## src/rtl/pc_sequencer_pkg.sv

```systemverilog
// Shared definitions for the PC sequencer: control-priority encoding, default
// vectors and the priority resolver used by the next-PC mux.
package pc_sequencer_pkg;

  typedef enum logic [2:0] {
    EXC    = 3'd0,
    HOLD   = 3'd1,
    RET    = 3'd2,
    CALL   = 3'd3,
    BRANCH = 3'd4,
    SEQ    = 3'd5
  } ctl_e;

  localparam logic [31:0] DEF_RESET_VECTOR = 32'h0000_0000;
  localparam logic [31:0] DEF_EXC_VECTOR   = 32'h0000_0080;

  function automatic ctl_e sel_ctl(input logic exc, input logic stall, input logic ret,
                                   input logic call, input logic branch);
    ctl_e c;
    if (exc) begin
      c = EXC;
    end else if (stall) begin
      c = HOLD;
    end else if (ret) begin
      c = RET;
    end else if (call) begin
      c = CALL;
    end else if (branch) begin
      c = BRANCH;
    end else begin
      c = SEQ;
    end
    return c;
  endfunction

endpackage

```

## src/rtl/pc_sequencer_ras_stack.sv

```systemverilog
// Circular return-address stack. Pushing into a full stack overwrites the
// oldest entry; popping an empty stack is reported but changes nothing.
module ras_stack
  import pc_sequencer_pkg::*;
#(
  parameter int WIDTH = 32,
  parameter int DEPTH = 4
) (
  input  logic             clk,
  input  logic             rst_n,
  input  logic             push,
  input  logic             pop,
  input  logic [WIDTH-1:0] push_data,
  output logic [WIDTH-1:0] top,
  output logic             empty,
  output logic             full,
  output logic             overflow,
  output logic             underflow
);

  localparam int PW = $clog2(DEPTH);
  localparam int CW = PW + 1;
  localparam logic [PW-1:0] PTR_ONE = PW'(1);
  localparam logic [CW-1:0] CNT_ONE = CW'(1);
  localparam logic [CW-1:0] CNT_MAX = CW'(DEPTH);

  logic [WIDTH-1:0] r_mem [DEPTH];
  // r_ptr is the next write slot; when full it also addresses the oldest entry
  logic [PW-1:0]    r_ptr;
  logic [CW-1:0]    r_cnt;
  logic [PW-1:0]    w_top_idx;
  logic             w_do_pop;
  logic             w_do_push;

  assign w_top_idx = r_ptr - PTR_ONE;
  assign empty     = (r_cnt == {CW{1'b0}});
  assign full      = (r_cnt == CNT_MAX);
  assign top       = r_mem[w_top_idx];
  assign w_do_pop  = pop & ~empty;
  assign w_do_push = push & ~pop;
  assign overflow  = w_do_push & full;
  assign underflow = pop & empty;

  // Pointer and occupancy bookkeeping
  always_ff @(posedge clk or negedge rst_n) begin
    if (!rst_n) begin
      r_ptr <= {PW{1'b0}};
      r_cnt <= {CW{1'b0}};
    end else if (w_do_pop) begin
      r_ptr <= w_top_idx;
      r_cnt <= r_cnt - CNT_ONE;
    end else if (w_do_push) begin
      r_ptr <= r_ptr + PTR_ONE;
      if (!full) begin
        r_cnt <= r_cnt + CNT_ONE;
      end
    end
  end

  // Entry storage; contents are never read while the stack is empty
  always_ff @(posedge clk) begin
    if (w_do_push) begin
      r_mem[r_ptr] <= push_data;
    end
  end

endmodule

```

## src/rtl/pc_sequencer.sv

```systemverilog
// Program-counter sequencer: priority next-PC mux (exc, stall, ret, call,
// branch, sequential) around a PC register and a return-address stack.
module pc_sequencer
  import pc_sequencer_pkg::*;
#(
  parameter int               WIDTH        = 32,
  parameter logic [WIDTH-1:0] RESET_VECTOR = WIDTH'(DEF_RESET_VECTOR),
  parameter logic [WIDTH-1:0] EXC_VECTOR   = WIDTH'(DEF_EXC_VECTOR),
  parameter int               INC          = 4,
  parameter int               RAS_DEPTH    = 4
) (
  input  logic             clk,
  input  logic             rst_n,
  input  logic             stall,
  input  logic             exc,
  input  logic             branch,
  input  logic             call,
  input  logic             ret,
  input  logic [WIDTH-1:0] target,
  output logic [WIDTH-1:0] pc,
  output logic [WIDTH-1:0] pc_next,
  output logic             ras_empty,
  output logic             ras_full,
  output logic             ras_err
);

  ctl_e             w_ctl;
  logic [WIDTH-1:0] r_pc;
  logic [WIDTH-1:0] w_pc_next;
  logic [WIDTH-1:0] w_link;
  logic [WIDTH-1:0] w_ret_addr;
  logic             w_push;
  logic             w_pop;
  logic             w_empty;
  logic             w_full;
  logic             w_ovf;
  logic             w_unf;
  logic             r_ras_err;

  assign w_ctl  = sel_ctl(exc, stall, ret, call, branch);
  assign w_link = r_pc + WIDTH'(INC);

  // Next-PC selection and stack requests
  always_comb begin
    w_pc_next = r_pc;
    w_push    = 1'b0;
    w_pop     = 1'b0;
    case (w_ctl)
      EXC:     w_pc_next = EXC_VECTOR;
      HOLD:    w_pc_next = r_pc;
      RET: begin
        w_pop     = 1'b1;
        w_pc_next = w_empty ? target : w_ret_addr;
      end
      CALL: begin
        w_push    = 1'b1;
        w_pc_next = target;
      end
      BRANCH:  w_pc_next = target;
      SEQ:     w_pc_next = w_link;
      default: w_pc_next = r_pc;
    endcase
  end

  ras_stack #(
    .WIDTH (WIDTH),
    .DEPTH (RAS_DEPTH)
  ) u_ras (
    .clk       (clk),
    .rst_n     (rst_n),
    .push      (w_push),
    .pop       (w_pop),
    .push_data (w_link),
    .top       (w_ret_addr),
    .empty     (w_empty),
    .full      (w_full),
    .overflow  (w_ovf),
    .underflow (w_unf)
  );

  // PC register and sticky stack-error flag
  always_ff @(posedge clk or negedge rst_n) begin
    if (!rst_n) begin
      r_pc      <= RESET_VECTOR;
      r_ras_err <= 1'b0;
    end else begin
      r_pc      <= w_pc_next;
      r_ras_err <= r_ras_err | w_ovf | w_unf;
    end
  end

  assign pc        = r_pc;
  assign pc_next   = w_pc_next;
  assign ras_empty = w_empty;
  assign ras_full  = w_full;
  assign ras_err   = r_ras_err;

endmodule

```

## config.mk

```make
export PLATFORM = sky130hd
export DESIGN_NAME = pc_sequencer
export DESIGN_NICKNAME = d
export VERILOG_FILES = /design/src/rtl/pc_sequencer_pkg.sv /design/src/rtl/pc_sequencer_ras_stack.sv /design/src/rtl/pc_sequencer.sv
export SDC_FILE = /design/constraint.sdc
export NUM_CORES = 1
export LEC_CHECK = 0
export CORE_MARGIN = 4
export CORE_UTILIZATION = 59
export DETAILED_ROUTE_END_ITERATION = 10
export GPL_ROUTABILITY_DRIVEN = 1
export GPL_TIMING_DRIVEN = 0
export PLACE_DENSITY = 0.84
export SYNTH_ARGS = -nofsm -noshare
export SYNTH_HDL_FRONTEND = slang
export SYNTH_SLANG_ARGS = --single-unit
```

## constraint.sdc

```tcl
create_clock -name clk -period 5.5 [get_ports clk]
set_input_delay 0.825 -clock clk [delete_from_list [all_inputs] [get_ports clk]]
set_output_delay 0.825 -clock clk [all_outputs]
set_load 0.01 [all_outputs]
```

# Word-level counts from Yosys, hierarchy flattened

Memories as Yosys holds them, arrays and structs flattened.
Index checks and enable logic that the tools add are counted.

Add/subtract/negate cells: 5
Eq/ne operators: 6
Multiplexer cells: 16
Bitwise logic cells: 8
Reduce and logical (&&, ||, !) cells: 5

Operator list:

| kind                                                                   | count |
|---|---|
| 32-bit case mux with 4 select lines                                    | 1 |
| 32-bit by 3-bit adder with 32-bit output (second input constant)       | 1 |
| 32-bit two-way mux                                                     | 1 |
| 3-bit two-way mux                                                      | 7 |
| 3-bit equality test (second input constant)                            | 3 |
| 3-bit by 2-bit equality test with 1-bit output (second input constant) | 2 |
| 3-bit logical NOT                                                      | 2 |
| 1-bit two-way mux                                                      | 5 |
| 1-bit AND                                                              | 4 |
| 2-bit two-way mux                                                      | 2 |
| 3-bit by 1-bit adder with 3-bit output (second input constant)         | 1 |
| 3-bit by 1-bit subtractor with 3-bit output (second input constant)    | 1 |
| 2-bit by 1-bit adder with 2-bit output (second input constant)         | 1 |
| 2-bit != test (second input constant)                                  | 1 |
| 1-bit NOT                                                              | 2 |
| 1-bit bitwise OR                                                       | 2 |
| 2-bit AND reduction                                                    | 1 |
| 2-bit nonzero test                                                     | 1 |
| 2-bit OR reduction                                                     | 1 |
| 2-bit by 1-bit subtractor with 2-bit output (second input constant)    | 1 |

Flip-flop bits (word level): 38
Bits in writable memories: 128
Logic and storage cells: 45
Memories kept: 1

Memory list:

| name        | depth | bits a word | rd ports | clocked after memory_dff | write ports | line                         | text |
|---|---|---|---|---|---|---|---|
| u_ras.r_mem | 4     | 32          | 1        | 0                        | 1           | pc_sequencer_ras_stack.sv:27 | `logic [WIDTH-1:0] r_mem [DEPTH];` |

# Depth between registers and ports, before layout

Depth in word-level cells: 12
Depth in mapped cells: 11
Gate-level depth less buffers: 7

# Cells and area by module

A second synthesis with hierarchy kept.

Cell total of the unflattened synthesis: 509
Area, all modules: 7746.2 um2

By module, submodules not included:

| module       | instances | cells each | area an instance (um2) | seq. area each (um2) |
|---|---|---|---|---|
| ras_stack    | 1         | 216        | 5097.4                 | 3968.8 |
| pc_sequencer | 1         | 293        | 2648.8                 | 825.8 |

# Least setup slack after synthesis

No wires, ideal clock.

Path kind: reg-to-output
From: register u_ras.r_ptr[0]
To: output pc_next[8]
Data arrival time: 2.416 ns
Slack: 2.259 ns
Stages on the path, launching flop included: 10
Buffers on the path: 4
Cell sequence: dfrtp_1 buf_6 buf_2 inv_1 ha_1 clkbuf_2 clkbuf_1 mux4_2 a222oi_1 nand2_1

Longest elaborated chain between the ends: 4

RTL lines:

| item                                        | line                         | text |
|---|---|---|
| start, declared                             | pc_sequencer_ras_stack.sv:29 | `logic [PW-1:0] r_ptr;` |
| start signal, assigned                      | pc_sequencer_ras_stack.sv:47 | `r_ptr <= {PW{1'b0}};` |
| start signal, assigned                      | pc_sequencer_ras_stack.sv:50 | `r_ptr <= w_top_idx;` |
| start signal, assigned                      | pc_sequencer_ras_stack.sv:53 | `r_ptr <= r_ptr + PTR_ONE;` |
| 2-bit by 1-bit subtractor with 2-bit output | pc_sequencer_ras_stack.sv:35 | `assign w_top_idx = r_ptr - PTR_ONE;` |
| memory read 4 x 32 bit                      | -                            |  |
| 32-bit two-way mux                          | pc_sequencer.sv:53           | `w_pc_next = w_empty ? target : w_ret_addr;` |
| 32-bit case mux with 4 select lines         | pc_sequencer.sv:48           | `case (w_ctl)` |
| end, declared                               | pc_sequencer.sv:21           | `output logic [WIDTH-1:0] pc_next,` |

No other way between the ends.

# Worst setup path after layout

From: register u_ras.r_ptr[0]
To: output pc_next[14]

The elaborated chain is that of the path after synthesis.

==> summary.md <==
| Metric | Value |
|---|---|
| Post-Syn Nets | 557 |
| Routed WL per cell | 25.1 microns |
| Static leakage | 3.34 nW |
| Drt drc | 0 |
| Fin. max-slew vios | 0 |
| Max FO, Critical Path | 10 |
| YS warnings | 0 |
| Met3 routed WL | 2160 microns |
| GRT Total Usage | 29.1% |
| Vias | 5450 |
| Top routing layer in use | met4 |
| Wl on met1 | 7640 microns |
| Peak VDD IR | 0.000297 V |
| Buf/Inv on CP | 6 |
| EDFF count, synth | 128 |
| Final core occ | 74.8% |
| CTS resizes | 0 |
| Ant diodes | 0 |
| Worst-path clk slew | 60 ps |
| CTS Buffer Depth | 2 |
| Final wirelength | 20600 microns |
| Clock Latency Late Sink | 430 ps |
| Crit path cell chain | buf_6 -> buf_2 -> inv_1 -> ha_1 -> clkbuf_2 -> buf_1 -> mux4_2 -> a21oi_1 -> o31a_1 -> o32ai_1 -> clkdlybuf4s50_1 |
| CTS hold repair buffers | 0 |
| Worst EP required | 4680 ps |
| Die X | 121 microns |
| Crit Path Class | register to output port |
| CP delay by family, top | buffers and inverters |
| WL met2 | 10200 microns |
| Min Tclk post-route | 4850 ps |
| Ys async rst share | 22.9% |
| Final setup vio count | 0 |
| Sequential share of the synthesized area | 63.2% |
| Row cnt | 41 |
| CP Launch Type | register |
| Die ar. | 0.0147 sq mm |
| I/O Pins | 106 |
| GPL Wtd Cong | 0.891 |
| Ys flop type | edfxtp_1 |
| Netlist cell types | 58 |
| Syn Area/Cell | 14.8 sq um |
| Synth-to-layout area growth | 24.4% |
| Slew @ Worst Pin | 938 ps |
| IO Port Bufs | 104 |
| Antenna Nets Post-Route | 0 |
| Post-Syn Instances | 512 |
| Synthesized area | 0.00758 sq mm |
| Setup TNS | 0 ps |
| HPWL Detailed | 13500 microns |
| Clk sinks | 166 |
| Max Fclk | 206 MHz |
| Number of max-cap violations | 0 |
| CP Capture Type | output port |
| Power per cell area | 437 mW/mm^2 |
| Fin crit share | 88.2% |
| CP max stage delay | 550 ps |
| H-tree depth | 4 |
| Postcts setup bufs | 0 |
| Final hold vios | 0 |
| # fillers | 806 |
| Initial DRC Count | 697 |
| CTS tree | yes |
| Via-to-Cell Ratio | 6.64 |
| Normalized max-slew margin | 37.5% |
| First-pass GRT wire length | 31300 microns |
| CTS buffer count | 17 |
| HP Class | input pin to asynchronous set/reset pin |
| Vias in the first global route | 5531 |
| Starting Density | 60.1% |
| Nets | 681 |
| Outcome | finished, final reports clean |
| Layout Skew | 6.72 ps |
| Die height | 121 microns |
| Total grt overflow | 0 |
| CTS root buf | clkbuf_16 |
| WP data arrival | 4030 ps |
| Seq cells post-synth | 166 |
| First-pass iteration count of the detailed router | 8 |
| Core area | 0.0126 sq mm |
| Layout cell share with drive strength beyond 1 | 15.4% |
| Slowest stage cell, crit path | buf_1 |
| Initial antenna violation count | 0 |
| Largest net degree at the start of global routing | 33 |
| RSZ-0062 raised after global routing | false |
state kept, by name, indices dropped and copies added (netlist names):
| name | flops |
|---|---|
| ras_err | 1 |
| u_ras.r_ptr | 2 |
| pc | 32 |
| u_ras.r_mem | 128 |
| u_ras.r_cnt | 3 |
kinds of logic after synthesis:
family,after synthesis,synth area share [%]
DFF,166,63.2
and+or+nand+nor,125,9.34
AOI/OAI and AO/OA,98,9.78
buffers and inverters,51,3.17
muxes,35,9.92
xor gates and xnor gates,31,3.58
adders and majority gates,6,0.990
routing by layer:
metal / vias up / track usage, %
met5: - / 0
met4: 0 / 12.0
met3: 59 / 7.93
met2: 401 / 46.1
met1: 2706 / 38.4
li1: 2284 / -
path summary, 6_finish.rpt:
check	startpoint	endpoint	slack, ps	cells past startpoint
setup / recovery	u_ras.r_ptr[0]	pc_next[14]	650	11
hold / removal	rst_n	pc[9]	280	1
setup reg to reg	u_ras.r_ptr[0]	pc[14]	2270	10
hold reg to reg	ras_err	ras_err	480	2
max in group asynchronous	rst_n	pc[30]	4740	2
min in group clk	ras_err	ras_err	480	2
cell usage in the layout, fill, tap and decap left out, drive strengths merged, types with 4 or more instances in the layout:
master,count
a22o,4
o32ai,8
a31oi,9
buf,24
nor3,8
and3,16
xnor2,25
a222oi,6
o31a,7
ha,6
nand4,11
a221o,8
clkdlybuf4s50,103
clkinv,7
nand3,16
o21ai,5
inv,19
clkbuf,31
nand2,39
a21oi,25
mux4,32
xor2,6
dfrtp,38
nor2,13
and2,5
a22oi,5
edfxtp,128
Yosys cell counts (7+ instances only):
cell type	n	area (sq um)
nand4_1	9	56.3
and3_1	16	100
xnor2_1	25	219
a31oi_1	9	56.3
o31a_1	7	61.3
dfrtp_1	38	951
clkbuf_1	10	37.5
edfxtp_1	128	3840
nand2_1	39	146
mux4_2	32	721
buf_2	14	70.1
a21oi_1	25	125
inv_1	18	67.6
nand3_1	16	80.1
a221o_1	8	80.1
o32ai_1	8	70.1
nor2_1	12	45.0
worst reg2reg max path, stage by stage, from the launching register on:
cell and delay [ps]:
dfrtp_1 400, buf_6 180, buf_2 350, inv_1 120, ha_1 300, clkbuf_2 230, buf_1 550, mux4_2 410
a21oi_1 190, o31a_1 200, o32ai_1 140
report_power, final:
part | switching, W | internal [W]
Clock | 0.000483 | 0.000679
Sequential | 0.000125 | 0.00150
Combinational | 0.000668 | 0.000667
metrics by stage:
step | cell area [sq um] | instances | power [W] | hold slack (ps) | setup slack, ps
after floorplan | 7580 | 512 | 0.00246 | 497 | 2260
after global placement | 8840 | 788 | 0.00291 | 447 | 975
after detailed placement | 8860 | 789 | 0.00296 | 481 | 957
after CTS | 9440 | 821 | 0.00412 | 275 | 622
after global routing | 9440 | 821 | 0.00428 | 275 | 360
final | 9440 | 821 | 0.00412 | 277 | 650
final cells by class:
class                           instances  area (sq um)  area share (%)
Timing Repair Buffer                  105          1060            11.2
Clock buffer                           20           447            4.73
Buffer                                 33           173            1.83
Multi-Input combinational cell        295          2550            27.1
Inverter                               18          67.6           0.716
Sequential cell                       166          4790            50.8
Tap cell                              172           215            2.28
Clock inverter                         12           129            1.37
(Power assumes the default switching activity.)
